`src/rtl/multdiv_pkg.sv`:
```
`default_nettype none
// ============================================================================
//  Module   : multdiv_pkg
//  Brief    : Shared state/op encodings and constants for the multdiv slice.
//  Revision : 1.0
// ============================================================================
package multdiv_pkg;

    typedef enum logic [1:0] {
        IDLE = 2'd0,
        RUN  = 2'd1,
        DONE = 2'd2
    } state_e;

    typedef enum logic {
        OP_MULT = 1'b0,
        OP_DIV  = 1'b1
    } op_e;

    localparam int          ITER_DEFAULT = 32;
    localparam logic [31:0] INT_MIN      = 32'h8000_0000;

endpackage
`default_nettype wire

```
`src/rtl/multdiv_if.sv`:
```
`default_nettype none
// ============================================================================
//  Module   : multdiv_if
//  Brief    : Operand/command and result bus of the multiply/divide unit.
//  Revision : 1.0
// ============================================================================
interface multdiv_if;

    logic [31:0] data_operandA;
    logic [31:0] data_operandB;
    logic        ctrl_MULT;
    logic        ctrl_DIV;
    logic [31:0] data_result;
    logic        data_exception;
    logic        data_resultRDY;

    modport master (
        output data_operandA, data_operandB, ctrl_MULT, ctrl_DIV,
        input  data_result, data_exception, data_resultRDY
    );

    modport slave (
        input  data_operandA, data_operandB, ctrl_MULT, ctrl_DIV,
        output data_result, data_exception, data_resultRDY
    );

endinterface
`default_nettype wire

```
`src/rtl/multdiv_counter.sv`:
```
`default_nettype none
// ============================================================================
//  Module   : multdiv_counter
//  Brief    : 6-bit iteration counter; o_terminal marks the step reaching ITER.
//  Revision : 1.0
// ============================================================================
module multdiv_counter #(
    parameter int ITER = 32
) (
    input  wire logic clk,
    input  wire logic rst_n,
    input  wire logic i_clear,
    input  wire logic i_en,
    output logic      o_terminal
);

    logic [5:0] r_count;

    always_ff @(posedge clk or negedge rst_n) begin
        if (!rst_n) begin
            r_count <= '0;
        end else if (i_clear) begin
            r_count <= '0;
        end else if (i_en) begin
            r_count <= r_count + 6'd1;
        end
    end

    // High on the enabled step that brings the count to ITER.
    assign o_terminal = i_en && (r_count == 6'(ITER - 1));

endmodule
`default_nettype wire

```
`src/rtl/multdiv.sv`:
```
`default_nettype none
// ============================================================================
//  Module   : multdiv
//  Brief    : Iterative signed multiply (radix-2 Booth) / divide (restoring).
//  Revision : 1.0
// ============================================================================
module multdiv
    import multdiv_pkg::*;
#(
    parameter int ITER = ITER_DEFAULT
) (
    input  wire logic clock,
    input  wire logic reset,
    multdiv_if.slave  bus
);

    state_e      r_state;
    op_e         r_op;
    logic [63:0] r_work;
    logic        r_qm1;
    logic [31:0] r_opb;
    logic        r_neg;
    logic        r_divz;
    logic        r_ovf;
    logic [31:0] r_result;
    logic        r_exception;
    logic        r_rdy;

    logic        w_accept;
    op_e         w_op_new;
    logic        w_iter_en;
    logic        w_last;
    logic [31:0] w_abs_a;
    logic [31:0] w_abs_b;
    logic [31:0] w_shift_hi;
    logic [32:0] w_add_a;
    logic [32:0] w_add_b;
    logic        w_sub;
    logic [32:0] w_sum;
    logic [63:0] w_next;
    logic [31:0] w_quot;
    logic        w_mul_ovf;

    assign w_accept  = bus.ctrl_MULT | bus.ctrl_DIV;
    assign w_op_new  = bus.ctrl_MULT ? OP_MULT : OP_DIV;
    assign w_iter_en = (r_state == RUN) && !w_accept;
    assign w_abs_a   = bus.data_operandA[31] ? (32'd0 - bus.data_operandA) : bus.data_operandA;
    assign w_abs_b   = bus.data_operandB[31] ? (32'd0 - bus.data_operandB) : bus.data_operandB;

    multdiv_counter #(.ITER(ITER)) u_counter (
        .clk        (clock),
        .rst_n      (reset),
        .i_clear    (w_accept),
        .i_en       (w_iter_en),
        .o_terminal (w_last)
    );

    // Remainder shifted left one bit; magnitudes keep it within 32 bits.
    assign w_shift_hi = {r_work[62:32], r_work[31]};

    always_comb begin
        w_add_a = '0;
        w_add_b = '0;
        w_sub   = 1'b0;
        if (r_op == OP_MULT) begin
            w_add_a = {r_work[63], r_work[63:32]};
            case ({r_work[0], r_qm1})
                2'b01:   w_add_b = {r_opb[31], r_opb};
                2'b10: begin
                    w_add_b = {r_opb[31], r_opb};
                    w_sub   = 1'b1;
                end
                default: w_add_b = '0;
            endcase
        end else begin
            w_add_a = {1'b0, w_shift_hi};
            w_add_b = {1'b0, r_opb};
            w_sub   = 1'b1;
        end
    end

    assign w_sum = w_add_a + (w_sub ? ~w_add_b : w_add_b) + {32'd0, w_sub};

    always_comb begin
        w_next = r_work;
        if (r_op == OP_MULT) begin
            w_next = {w_sum, r_work[31:1]};
        end else if (!w_sum[32]) begin
            w_next = {w_sum[31:0], r_work[30:0], 1'b1};
        end else begin
            w_next = {w_shift_hi, r_work[30:0], 1'b0};
        end
    end

    assign w_quot    = r_neg ? (32'd0 - w_next[31:0]) : w_next[31:0];
    assign w_mul_ovf = !((&w_next[63:31]) || (~|w_next[63:31]));

    always_ff @(posedge clock or negedge reset) begin
        if (!reset) begin
            r_state     <= IDLE;
            r_op        <= OP_MULT;
            r_work      <= '0;
            r_qm1       <= 1'b0;
            r_opb       <= '0;
            r_neg       <= 1'b0;
            r_divz      <= 1'b0;
            r_ovf       <= 1'b0;
            r_result    <= '0;
            r_exception <= 1'b0;
            r_rdy       <= 1'b0;
        end else begin
            r_rdy <= 1'b0;
            if (w_accept) begin
                r_state <= RUN;
                r_op    <= w_op_new;
                r_qm1   <= 1'b0;
                r_neg   <= bus.data_operandA[31] ^ bus.data_operandB[31];
                r_divz  <= (bus.data_operandB == 32'd0);
                r_ovf   <= (bus.data_operandA == INT_MIN) && (bus.data_operandB == 32'hFFFF_FFFF);
                if (w_op_new == OP_MULT) begin
                    r_work <= {32'd0, bus.data_operandB};
                    r_opb  <= bus.data_operandA;
                end else begin
                    r_work <= {32'd0, w_abs_a};
                    r_opb  <= w_abs_b;
                end
            end else begin
                case (r_state)
                    RUN: begin
                        r_work <= w_next;
                        r_qm1  <= r_work[0];
                        if (w_last) begin
                            r_state <= DONE;
                            r_rdy   <= 1'b1;
                            if (r_op == OP_MULT) begin
                                r_result    <= w_next[31:0];
                                r_exception <= w_mul_ovf;
                            end else begin
                                r_result    <= r_divz ? 32'd0 : w_quot;
                                r_exception <= r_divz | r_ovf;
                            end
                        end
                    end
                    DONE:    r_state <= IDLE;
                    default: r_state <= IDLE;
                endcase
            end
        end
    end

    assign bus.data_result    = r_result;
    assign bus.data_exception = r_exception;
    assign bus.data_resultRDY = r_rdy;

endmodule
`default_nettype wire

```
`src/flat_wrapper.sv`:
```
// flat-port wrapper written by rule: the top's interface ports become plain ports
module multdiv_flat import multdiv_pkg::*;
#(
    parameter int ITER = ITER_DEFAULT
)
  (clock, reset, bus_data_operandA, bus_data_operandB, bus_ctrl_MULT, bus_ctrl_DIV, bus_data_result, bus_data_exception, bus_data_resultRDY);
  multdiv_if bus_i ();
  input  wire logic clock;
  input  wire logic reset;
  input wire logic [$bits(bus_i.data_operandA)-1:0] bus_data_operandA;
  input wire logic [$bits(bus_i.data_operandB)-1:0] bus_data_operandB;
  input wire logic [$bits(bus_i.ctrl_MULT)-1:0] bus_ctrl_MULT;
  input wire logic [$bits(bus_i.ctrl_DIV)-1:0] bus_ctrl_DIV;
  output wire logic [$bits(bus_i.data_result)-1:0] bus_data_result;
  output wire logic [$bits(bus_i.data_exception)-1:0] bus_data_exception;
  output wire logic [$bits(bus_i.data_resultRDY)-1:0] bus_data_resultRDY;
  assign bus_i.data_operandA = bus_data_operandA;
  assign bus_i.data_operandB = bus_data_operandB;
  assign bus_i.ctrl_MULT = bus_ctrl_MULT;
  assign bus_i.ctrl_DIV = bus_ctrl_DIV;
  assign bus_data_result = bus_i.data_result;
  assign bus_data_exception = bus_i.data_exception;
  assign bus_data_resultRDY = bus_i.data_resultRDY;
  multdiv #(.ITER(ITER)) u_core (.clock(clock), .reset(reset), .bus(bus_i));
endmodule
```
`config.mk`:
```
export PLATFORM = sky130hd
export DESIGN_NAME = multdiv_flat
export DESIGN_NICKNAME = d
export VERILOG_FILES = /design/src/rtl/multdiv_pkg.sv /design/src/rtl/multdiv_if.sv /design/src/rtl/multdiv_counter.sv /design/src/rtl/multdiv.sv /design/src/flat_wrapper.sv
export SDC_FILE = /design/constraint.sdc
export NUM_CORES = 1
export LEC_CHECK = 0
export CAP_MARGIN = 40
export CORE_UTILIZATION = 54
export DETAILED_ROUTE_END_ITERATION = 16
export PLACE_DENSITY_LB_ADDON = 0.12
export SLEW_MARGIN = 20
export SYNTH_ARGS = -nofsm -noshare
export SYNTH_HDL_FRONTEND = slang
export SYNTH_SLANG_ARGS = --single-unit
```
`constraint.sdc`:
```
create_clock -name clock -period 6.51 [get_ports clock]
set_input_delay 1.302 -clock clock [delete_from_list [all_inputs] [get_ports clock]]
set_output_delay 1.302 -clock clock [all_outputs]
set_load 0.005 [all_outputs]
```
# Word level (Yosys, flattened, before mapping)
# Index checks and enable logic that the tools add are counted.
word_totals:
  register_bits: 143
  in_bits: 68
  out_inout_bits: 34
  wordCells: 73
classes:
  n_addsub: 6
  eq_ne: 7
  n_mux: 29
  bitwise_logic: 5
  reduce_logical: 14
op_table:
  columns: ["cell", "n"]
  rows:
  - ["64-bit two-way mux", 4]
  - ["32-bit two-way mux", 7]
  - ["33-bit two-way mux", 4]
  - ["1-bit by 32-bit subtractor with 32-bit output (first input constant)", 3]
  - ["32-bit == test (second input constant)", 2]
  - ["33-bit by 1-bit adder with 33-bit output", 1]
  - ["33-bit adder", 1]
  - ["33-bit inverter", 1]
  - ["33-bit AND reduction", 1]
  - ["33-bit OR reduction", 1]
  - ["32-bit zero test", 1]
  - ["6-bit two-way mux", 2]
  - ["1-bit two-way mux", 9]
  - ["6-bit by 1-bit adder with 6-bit output (second input constant)", 1]
  - ["6-bit by 5-bit == test with 1-bit output (second input constant)", 1]
  - ["2-bit two-way mux", 3]
  - ["2-bit by 1-bit == test with 1-bit output (second input constant)", 2]
  - ["2-bit nonzero test", 2]
  - ["1-bit logical AND", 3]
  - ["1-bit zero test", 3]
  - ["3-bit by 2-bit != test with 1-bit output (second input constant)", 1]
  - ["3-bit AND reduction", 1]
  - ["2-bit == test (second input constant)", 1]
  - ["1-bit OR", 2]
  - ["other kinds (4)", 4]

# Longest topological paths before layout
# Gate-level depths: netlist of the first run.
depth:
  depth_word: 15
  mapped_depth: 32
  depth_no_buf: 24

# Modules after synthesis
# A second synthesis of the first run with hierarchy kept.
hier_totals:
  hier_cells: 1659
  hier_area_um2: 12612.1
by_module_without_submodules:
  columns: ["module", "n_inst", "cells_per_inst", "area_per_inst_um2", "seq_area_each_um2"]
  rows:
  - ["multdiv", 1, 1632, 12333.1, 3428.3]
  - ["multdiv_counter", 1, 27, 279.0, 150.1]

# Least setup slack after synthesis of the first run
# OpenSTA, ideal clock, no wires.
synth_timing:
  path_type: "register -> register"
  start: "register u_core.r_op"
  end: "register u_core.r_result[20], in the netlist u_core.bus.data_result[20]"
  setup_ns: 0.083
  arrival_time_ns: 7.071
  t_required_ns: 6.427
  path_slack_ns: -0.643
  path_stages_with_launch: 29
  path_cell_list: "dfrtp_1 buf_2 buf_1 buf_2 buf_1 buf_2 buf_1 buf_2 buf_1 mux2_2 fa_1 a211oi_1 o211ai_1 a211oi_2 o211a_1 nor2_1 buf_2 buf_2 buf_2 a21oi_1 ha_1 nand2_1 or4_1 nor3_1 nand2_1 a2111oi_0 a31oi_1 xor2_1 o21ai_0"
synth_between:
  elab_chain_cells: 11
  elab_cells_between_ends: 13
synth_lines:
  columns: ["item", "line_no", "text"]
  rows:
  - ["start, declared", "multdiv.sv:18", "op_e r_op;"]
  - ["start signal, assigned", "multdiv.sv:115", "r_op <= w_op_new;"]
  - ["33-bit two-way mux", "multdiv.sv:65", "if (r_op == OP_MULT) begin"]
  - ["33-bit inverter", "multdiv.sv:82", "assign w_sum = w_add_a + (w_sub ? ~w_add_b : w_add_b) + {32'd0, w_sub};"]
  - ["33-bit two-way mux", "multdiv.sv:82", null]
  - ["33-bit adder", "multdiv.sv:82", null]
  - ["33-bit by 1-bit adder with 33-bit output", "multdiv.sv:82", null]
  - ["64-bit two-way mux", "multdiv.sv:88", "end else if (!w_sum[32]) begin"]
  - ["64-bit two-way mux", "multdiv.sv:86", "if (r_op == OP_MULT) begin"]
  - ["1-bit by 32-bit subtractor with 32-bit output", "multdiv.sv:95", "assign w_quot = r_neg ? (32'd0 - w_next[31:0]) : w_next[31:0];"]
  - ["32-bit two-way mux", "multdiv.sv:95", null]
  - ["32-bit two-way mux", "multdiv.sv:139", "r_result <= r_divz ? 32'd0 : w_quot;"]
  - ["32-bit two-way mux *", "multdiv.sv:135", "if (r_op == OP_MULT) begin"]
  - ["end signal, assigned", "multdiv.sv:136", "r_result <= w_next[31:0];"]
  - ["end signal, assigned", "multdiv.sv:139", null]
  - ["end, declared", "multdiv.sv:25", "logic [31:0] r_result;"]
# Mark *: on every way between the ends. The rest lies on a longest branch, timed or not.
# A chain may end at the register's enable or synchronous reset.

# Worst setup path in the final report of the first run
layout_timing:
  start: "register u_core.r_work[0]"
  end: "register u_core.r_result[20], in the netlist u_core.bus.data_result[20]"
layout_between:
  elab_chain_cells: 14
  elab_cells_between_ends: 17
layout_lines:
  columns: ["item", "line_no", "text"]
  rows:
  - ["start, declared", "multdiv.sv:19", "logic [63:0] r_work;"]
  - ["start signal, assigned", "multdiv.sv:121", "r_work <= {32'd0, bus.data_operandB};"]
  - ["start signal, assigned", "multdiv.sv:124", "r_work <= {32'd0, w_abs_a};"]
  - ["start signal, assigned", "multdiv.sv:130", "r_work <= w_next;"]
  - ["2-bit by 1-bit == test with 1-bit output or 2-bit == test (tied branches)", "multdiv.sv:67", "case ({r_work[0], r_qm1})"]
  - ["2-bit OR reduction (no source line)", null, null]
  - ["33-bit two-way mux", "multdiv.sv:67", null]
  - ["33-bit two-way mux", "multdiv.sv:65", null]
  - ["33-bit inverter", "multdiv.sv:82", null]
  - ["33-bit two-way mux", "multdiv.sv:82", null]
  - ["33-bit adder", "multdiv.sv:82", null]
  - ["33-bit by 1-bit adder with 33-bit output", "multdiv.sv:82", null]
  - ["64-bit two-way mux *", "multdiv.sv:88", null]
  - ["64-bit two-way mux *", "multdiv.sv:86", null]
  - ["1-bit by 32-bit subtractor with 32-bit output *", "multdiv.sv:95", null]
  - ["32-bit two-way mux *", "multdiv.sv:95", null]
  - ["32-bit two-way mux *", "multdiv.sv:139", null]
  - ["32-bit two-way mux *", "multdiv.sv:135", null]
# Marks and branches as above.

==> flow_metrics.tcl, run 1 <==
set metrics [dict create \
    status "complete, no violations" \
    synth.avg_cell_area_um2 7.53 \
    critPathCaptureType "flip-flop" \
    synth_flop_cell "dfrtp_1" \
    hold_path.class "reg -> reg" \
    whs_ps 481 \
    synth_most_common_cell "nand2_1" \
    r2r_setup_slack_ps 530 \
    routed_wl_mm 44.1 \
    cts-root-buf "clkbuf_16" \
    r2r-end "u_core.bus.data_result[20]" \
    hold_path_depth 2 \
    antennaDiodeCount 0 \
    synth.top_cell.area_share_pct 28.5 \
    cp.required_ps 6860 \
    dr.pass1.iters 5 \
    cts_setup_buffers 0 \
    clock_latency_ps 450 \
    timing.rr.start "u_core.r_work[0]" \
    rsz0062_at_grt "false" \
    fp.dieArea_um2 23900 \
    synthCells 1668 \
    tightest_slew_ps 858 \
    power.density_nw_per_um2 266 \
    r2r_cells 21 \
    cts_max_level 4 \
    io_pins 102 \
    grt_max_degree 93 \
    netlist_area_um2 12600 \
    synth_nets 1774 \
    cts_sinks 143 \
    min-delay-start "u_core.bus.data_result[17]" \
    nets 1806 \
    die_h_um 155 \
    final_core_util_pct 63.2 \
    drt.antenna.violating_nets 0 \
    grt_pass1_wl_mm 67.9 \
    drive_gt1_share_pct 6.65 \
    drc 0 \
    yosysWarnings 0 \
    antenna_found_initial 0 \
    setup_viol 0 \
    post_drt_wl_per_cell_um 22.1 \
    synth_seq_cells 143 \
    setup_ws_ps 534 \
    synth_async_sr_flop_share_pct 100 \
    setup_tns_ps 0 \
    cts_hold_buf 0 \
    fin_crit_ps 5980 \
    clkTransAtPathRegs_ps 70 \
    cts_resized 0 \
    synth_edf_count 0 \
    hold_viol 0 \
    yosys-top-cells-count "275 x nand2_1, 166 x a21oi_1, 165 x o21ai_0, 143 x dfrtp_1, 124 x nor2_1" \
    ys_types 74 \
    slew_violations 0 \
    fmax_mhz 167 \
    clk_path_buf_depth 2 \
    skew_ps 17.7 \
    post-place-ws_ps 485 \
    critPathKind "reg -> reg" \
    ys_seq_area_share_pct 28.5 \
    initial_core_util_pct 55.3 \
    io_buffers 101 \
    yosys.area.top_type "dfrtp_1" \
    grt.total_usage_pct 37.0 \
    syn_to_final_growth_pct 14.2 \
    gp_congestion 0.998 \
    num_rows 55 \
    leakage_nw 5.83 \
    min_to "u_core.bus.data_result[17]" \
    finalPower_w 0.00381 \
    core_um2 22700 \
    drt-initial-drc-count 1599 \
    num_vias 13100 \
    cts-buffers-inserted 17 \
    grt_overflow 0 \
    synth_area_leaders "dfrtp_1 28%, nand2_1 8.2%, xnor2_1 7.3%" \
    worstSetupStartpointType "flip-flop" \
    worst_ep_arrival_time_ps 6330 \
    grt_pass1_vias 11700 \
    vdd_ir_drop_max_mv 0.143 \
    hpwl_mm 32.9 \
    routed_via_density 6.55 \
    cts_tree "yes" \
    critPathMaxFanout 17 \
    die_x_um 155 \
    slew_headroom_pct 42.8 \
    finalCritPeriodShare_pct 91.8 \
    drv_cap 0 \
]
==> placed cells by master, fill, tap and decap left out, types with 12 or more instances in the layout <==
cell,instances
nand2_1,275
nor2_1,123
a211oi_1,45
o211ai_1,19
clkdlybuf4s50_1,98
xor2_1,49
or4_1,14
nor2b_1,15
inv_1,42
a21oi_1,166
xnor2_1,104
nand4_1,34
mux2i_1,29
or3_1,16
mux2_2,24
a31oi_1,12
o21ai_0,165
o31ai_1,29
dfrtp_1,142
nor3_1,32
ha_1,37
clkbuf_16,17
buf_4,24
nand3_1,18
==> per-stage QoR <==
step           cell area (um2)  std cells
5_1_grt                  14300       1998
4_1_cts                  14300       1997
2_1_floorplan            12600       1668
6_report                 14300       1998
3_5_place_dp             13700       1965
3_3_place_gp             13700       1962
==> flip-flops by register name (all words and copies together) (netlist names) <==
name                       flops
u_core.r_work                 64
u_core.r_opb                  32
u_core.r_state                 2
u_core.u_counter.r_count       6
u_core.bus.data_exception      1
u_core.r_op                    1
u_core.bus.data_result        32
u_core.r_ovf                   1
u_core.bus.data_resultRDY      1
u_core.r_qm1                   1
u_core.r_neg                   1
u_core.r_divz                  1
==> cell type report <==
class                           count  area, um2
Clock buffer                       17        425
Clock inverter                     15        146
Fill cell                        2086       8370
Inverter                           43        161
Multi-Input combinational cell   1366       8390
Sequential cell                   143       3580
Tap cell                          285        357
Timing Repair Buffer              129       1280
==> routing by layer <==
metal  wire (um)  vias up  track usage [%]  share of wire (%)
li1            -     6042                -                  -
met1       19900     6225             55.9                 45
met2       18700      748             53.3                 42
met3        4720       68             7.87                 11
met4         792        0             8.77                1.8
met5           0        -                0                  0
==> kinds of logic (layout without fill, tap and decap cells) <==
logic type               after synthesis  after routing  share of synthesized area, %
flip-flops                           143            143                          28.5
buffers and inverters                159            204                          4.92
adder cells (fa/ha/maj)               38             38                          3.85
AND/OR/NAND/NOR                      591            591                          21.7
multiplexers                          53             53                          4.46
AO/OA/AOI/OAI                        531            531                          25.9
XOR/XNOR                             153            153                          10.7
==> report_power, final <==
part,switching (W),internal [W]
combinational,0.00115,0.000639
sequential,0.000102,0.000957
clock,0.000460,0.000508
total,0.00171,0.00210
==> worst max-delay path by stage <==
stage,from,end,slack (ps)
global route,u_core.r_work[0],u_core.bus.data_result[20],160
detailed placement,u_core.r_work[0],u_core.bus.data_result[30],490
global placement,u_core.r_work[0],u_core.bus.data_result[30],600
floorplan,u_core.r_op,u_core.bus.data_result[20],2
finish,u_core.r_work[0],u_core.bus.data_result[20],530
CTS,u_core.r_work[0],u_core.bus.data_result[30],420
==> critical path, stage by stage, from the launching register on <==
cell       delay, ps
dfrtp_1          460
ha_1             360
nand2_1          390
buf_4            320
nand2_1          100
xnor2_1          130
ha_1             390
o211ai_1         330
o211ai_1         190
a211oi_2         440
o211a_1          300
nor2_2            50
a21oi_1          210
ha_1             230
nand2_1           70
or4_1            450
nor3_1           320
nand2_1          170
a2111oi_1        480
a31oi_1          160
xor2_1           170
o21ai_0          170
Note: power is estimated with default switching activity, not from simulation.
==> run 2, diff against run 1 <==
--- a/config.mk
+++ b/config.mk
@@ -6,9 +6,10 @@
 export NUM_CORES = 1
 export LEC_CHECK = 0
 export CAP_MARGIN = 40
+export CORE_MARGIN = 5
 export CORE_UTILIZATION = 54
 export DETAILED_ROUTE_END_ITERATION = 16
-export PLACE_DENSITY_LB_ADDON = 0.12
+export PLACE_DENSITY = 0.78
 export SLEW_MARGIN = 20
 export SYNTH_ARGS = -nofsm -noshare
 export SYNTH_HDL_FRONTEND = slang
==> flow_metrics.tcl, run 2 (synthesized netlist as in run 1, its figures left out) <==
set metrics [dict create \
    num_rows 55 \
    drc 0 \
    gp_congestion 0.977 \
    hold_path.class "reg -> reg" \
    fin_crit_ps 6240 \
    multiInputGateArea_um2 8390 \
    antennaDiodeCount 0 \
    grt_overflow 0 \
    drt.antenna.violating_nets 0 \
    die_x_um 163 \
    grt_pass1_vias 11900 \
    regMostFlops "u_core.r_work" \
    cts_max_level 4 \
    critPathKind "reg -> reg" \
    fin_cells 2025 \
    drv_cap 0 \
    io_pins 102 \
    core_um2 22800 \
    nets 1805 \
    post_drt_wl_per_cell_um 21.7 \
    drt-initial-drc-count 1775 \
    routed_wl_mm 44.0 \
    grt_max_degree 85 \
    largest_register_ffs 64 \
    leakage_nw 5.83 \
    tightest_slew_ps 822 \
    dr.pass1.iters 5 \
    finalPower_w 0.00378 \
    setup_tns_ps 0 \
    num-fill-cells 2092 \
    status "complete, no violations" \
    vdd_ir_drop_max_mv 0.171 \
    critPathCaptureType "flip-flop" \
    dpl_cell_area_um2 13700 \
    slew_violations 0 \
    clk_path_buf_depth 2 \
    fin_area_um2 14400 \
    grt_pass1_wl_mm 68.8 \
    worstSetupStartpointType "flip-flop" \
    cp.required_ps 6860 \
    antenna_found_initial 0 \
    hpwl_mm 33.1 \
    setup_viol 0 \
    routed_via_density 6.50 \
    worst_ep_arrival_time_ps 6590 \
    dp_cells 1992 \
    critPathMaxFanout 15 \
    slew_headroom_pct 45.0 \
    skew_ps 12.3 \
    cts_tree "yes" \
    initial_core_util_pct 55.1 \
    grt.total_usage_pct 32.8 \
    die_h_um 163 \
    fmax_mhz 160 \
    cts-root-buf "clkbuf_16" \
    register_area_um2 3580 \
    layout_commonest_cell "nand2_1" \
    num_vias 13200 \
    io_buffers 101 \
    final_cell_mix "275 x nand2_1, 166 x a21oi_1, 165 x o21ai_0" \
    clock_latency_ps 430 \
    cts-buffers-inserted 17 \
    power.density_nw_per_um2 263 \
    drive_gt1_share_pct 6.54 \
    syn_to_final_growth_pct 14.3 \
    fp.dieArea_um2 26400 \
    clkTransAtPathRegs_ps 70 \
    finalCritPeriodShare_pct 95.8 \
    hold_viol 0 \
    cts_sinks 143 \
]
[run 2: path summary, 6_finish.rpt]
path | from | to | slack (ps) | cells after the start
max | u_core.r_work[0] | u_core.bus.data_result[20] | 270 | 20
min | u_core.bus.data_result[7] | u_core.bus.data_result[7] | 470 | 2
max reg2reg | u_core.r_work[0] | u_core.bus.data_result[20] | 270 | 20
min reg2reg | u_core.bus.data_result[7] | u_core.bus.data_result[7] | 470 | 2
max in group asynchronous | reset | u_core.r_qm1 | 4590 | 2
min in group asynchronous | reset | u_core.r_work[54] | 790 | 1
[run 2: critical path, stage by stage, from the launching register on]
cell       delay, ps
dfrtp_1          450
ha_1             280
or2_2            500
o211ai_1         390
inv_1            130
fa_1             450
a211oi_1         440
o211ai_1         250
a211oi_4         470
o211a_1          280
nor2_2            50
a21oi_1          230
ha_1             230
nand2_1           70
or4_1            460
nor3_1           290
nand2_1          160
a2111oi_1        510
a31oi_1          180
xor2_1           170
o21ai_0          160
[run 2: area by class of cell]
class | count | area share [%]
sequential | 143 | 24.9
multi-input combinational | 1366 | 58.4
clock inverter | 14 | 1.03
clock buffer | 18 | 3.06
timing repair buffer | 128 | 8.69
inverter | 43 | 1.12
tap | 313 | 2.73
[run 2: metrics by stage]
| stage | setup slack [ps] | utilization, % | hold slack [ps] |
|---|---|---|---|
| 2_1_floorplan | 2.00 | - | 472 |
| 3_3_place_gp | 514 | 60.2 | 462 |
| 3_5_place_dp | 416 | 60.3 | 469 |
| 4_1_cts | 335 | 62.9 | 484 |
| 5_1_grt | -26.2 | 63.0 | 502 |
| 6_report | 271 | 63.0 | 475 |
[run 2: power breakdown]
part | internal [W] | switching (W) | total [W]
clock network | 0.000551 | 0.000438 | 0.000989
registers | 0.000957 | 0.0000952 | 0.00105
logic | 0.000628 | 0.00111 | 0.00174
[run 2: layer usage]
metal | track usage, % | up-vias | wire length [um]
met5 | 0 | - | 0
met4 | 9.34 | 0 | 1200
met3 | 5.34 | 93 | 5030
met2 | 47.8 | 842 | 18700
met1 | 49.9 | 6181 | 19100
li1 | - | 6047 | -
[run 2: timing repair]
action | in CTS | in global routing
hold buffers | 0 | 0
setup buffers | 0 | 0
resized for setup | 0 | 2
endpoints found under the hold margin | 0 | 0
endpoints found under the setup margin | 0 | 4
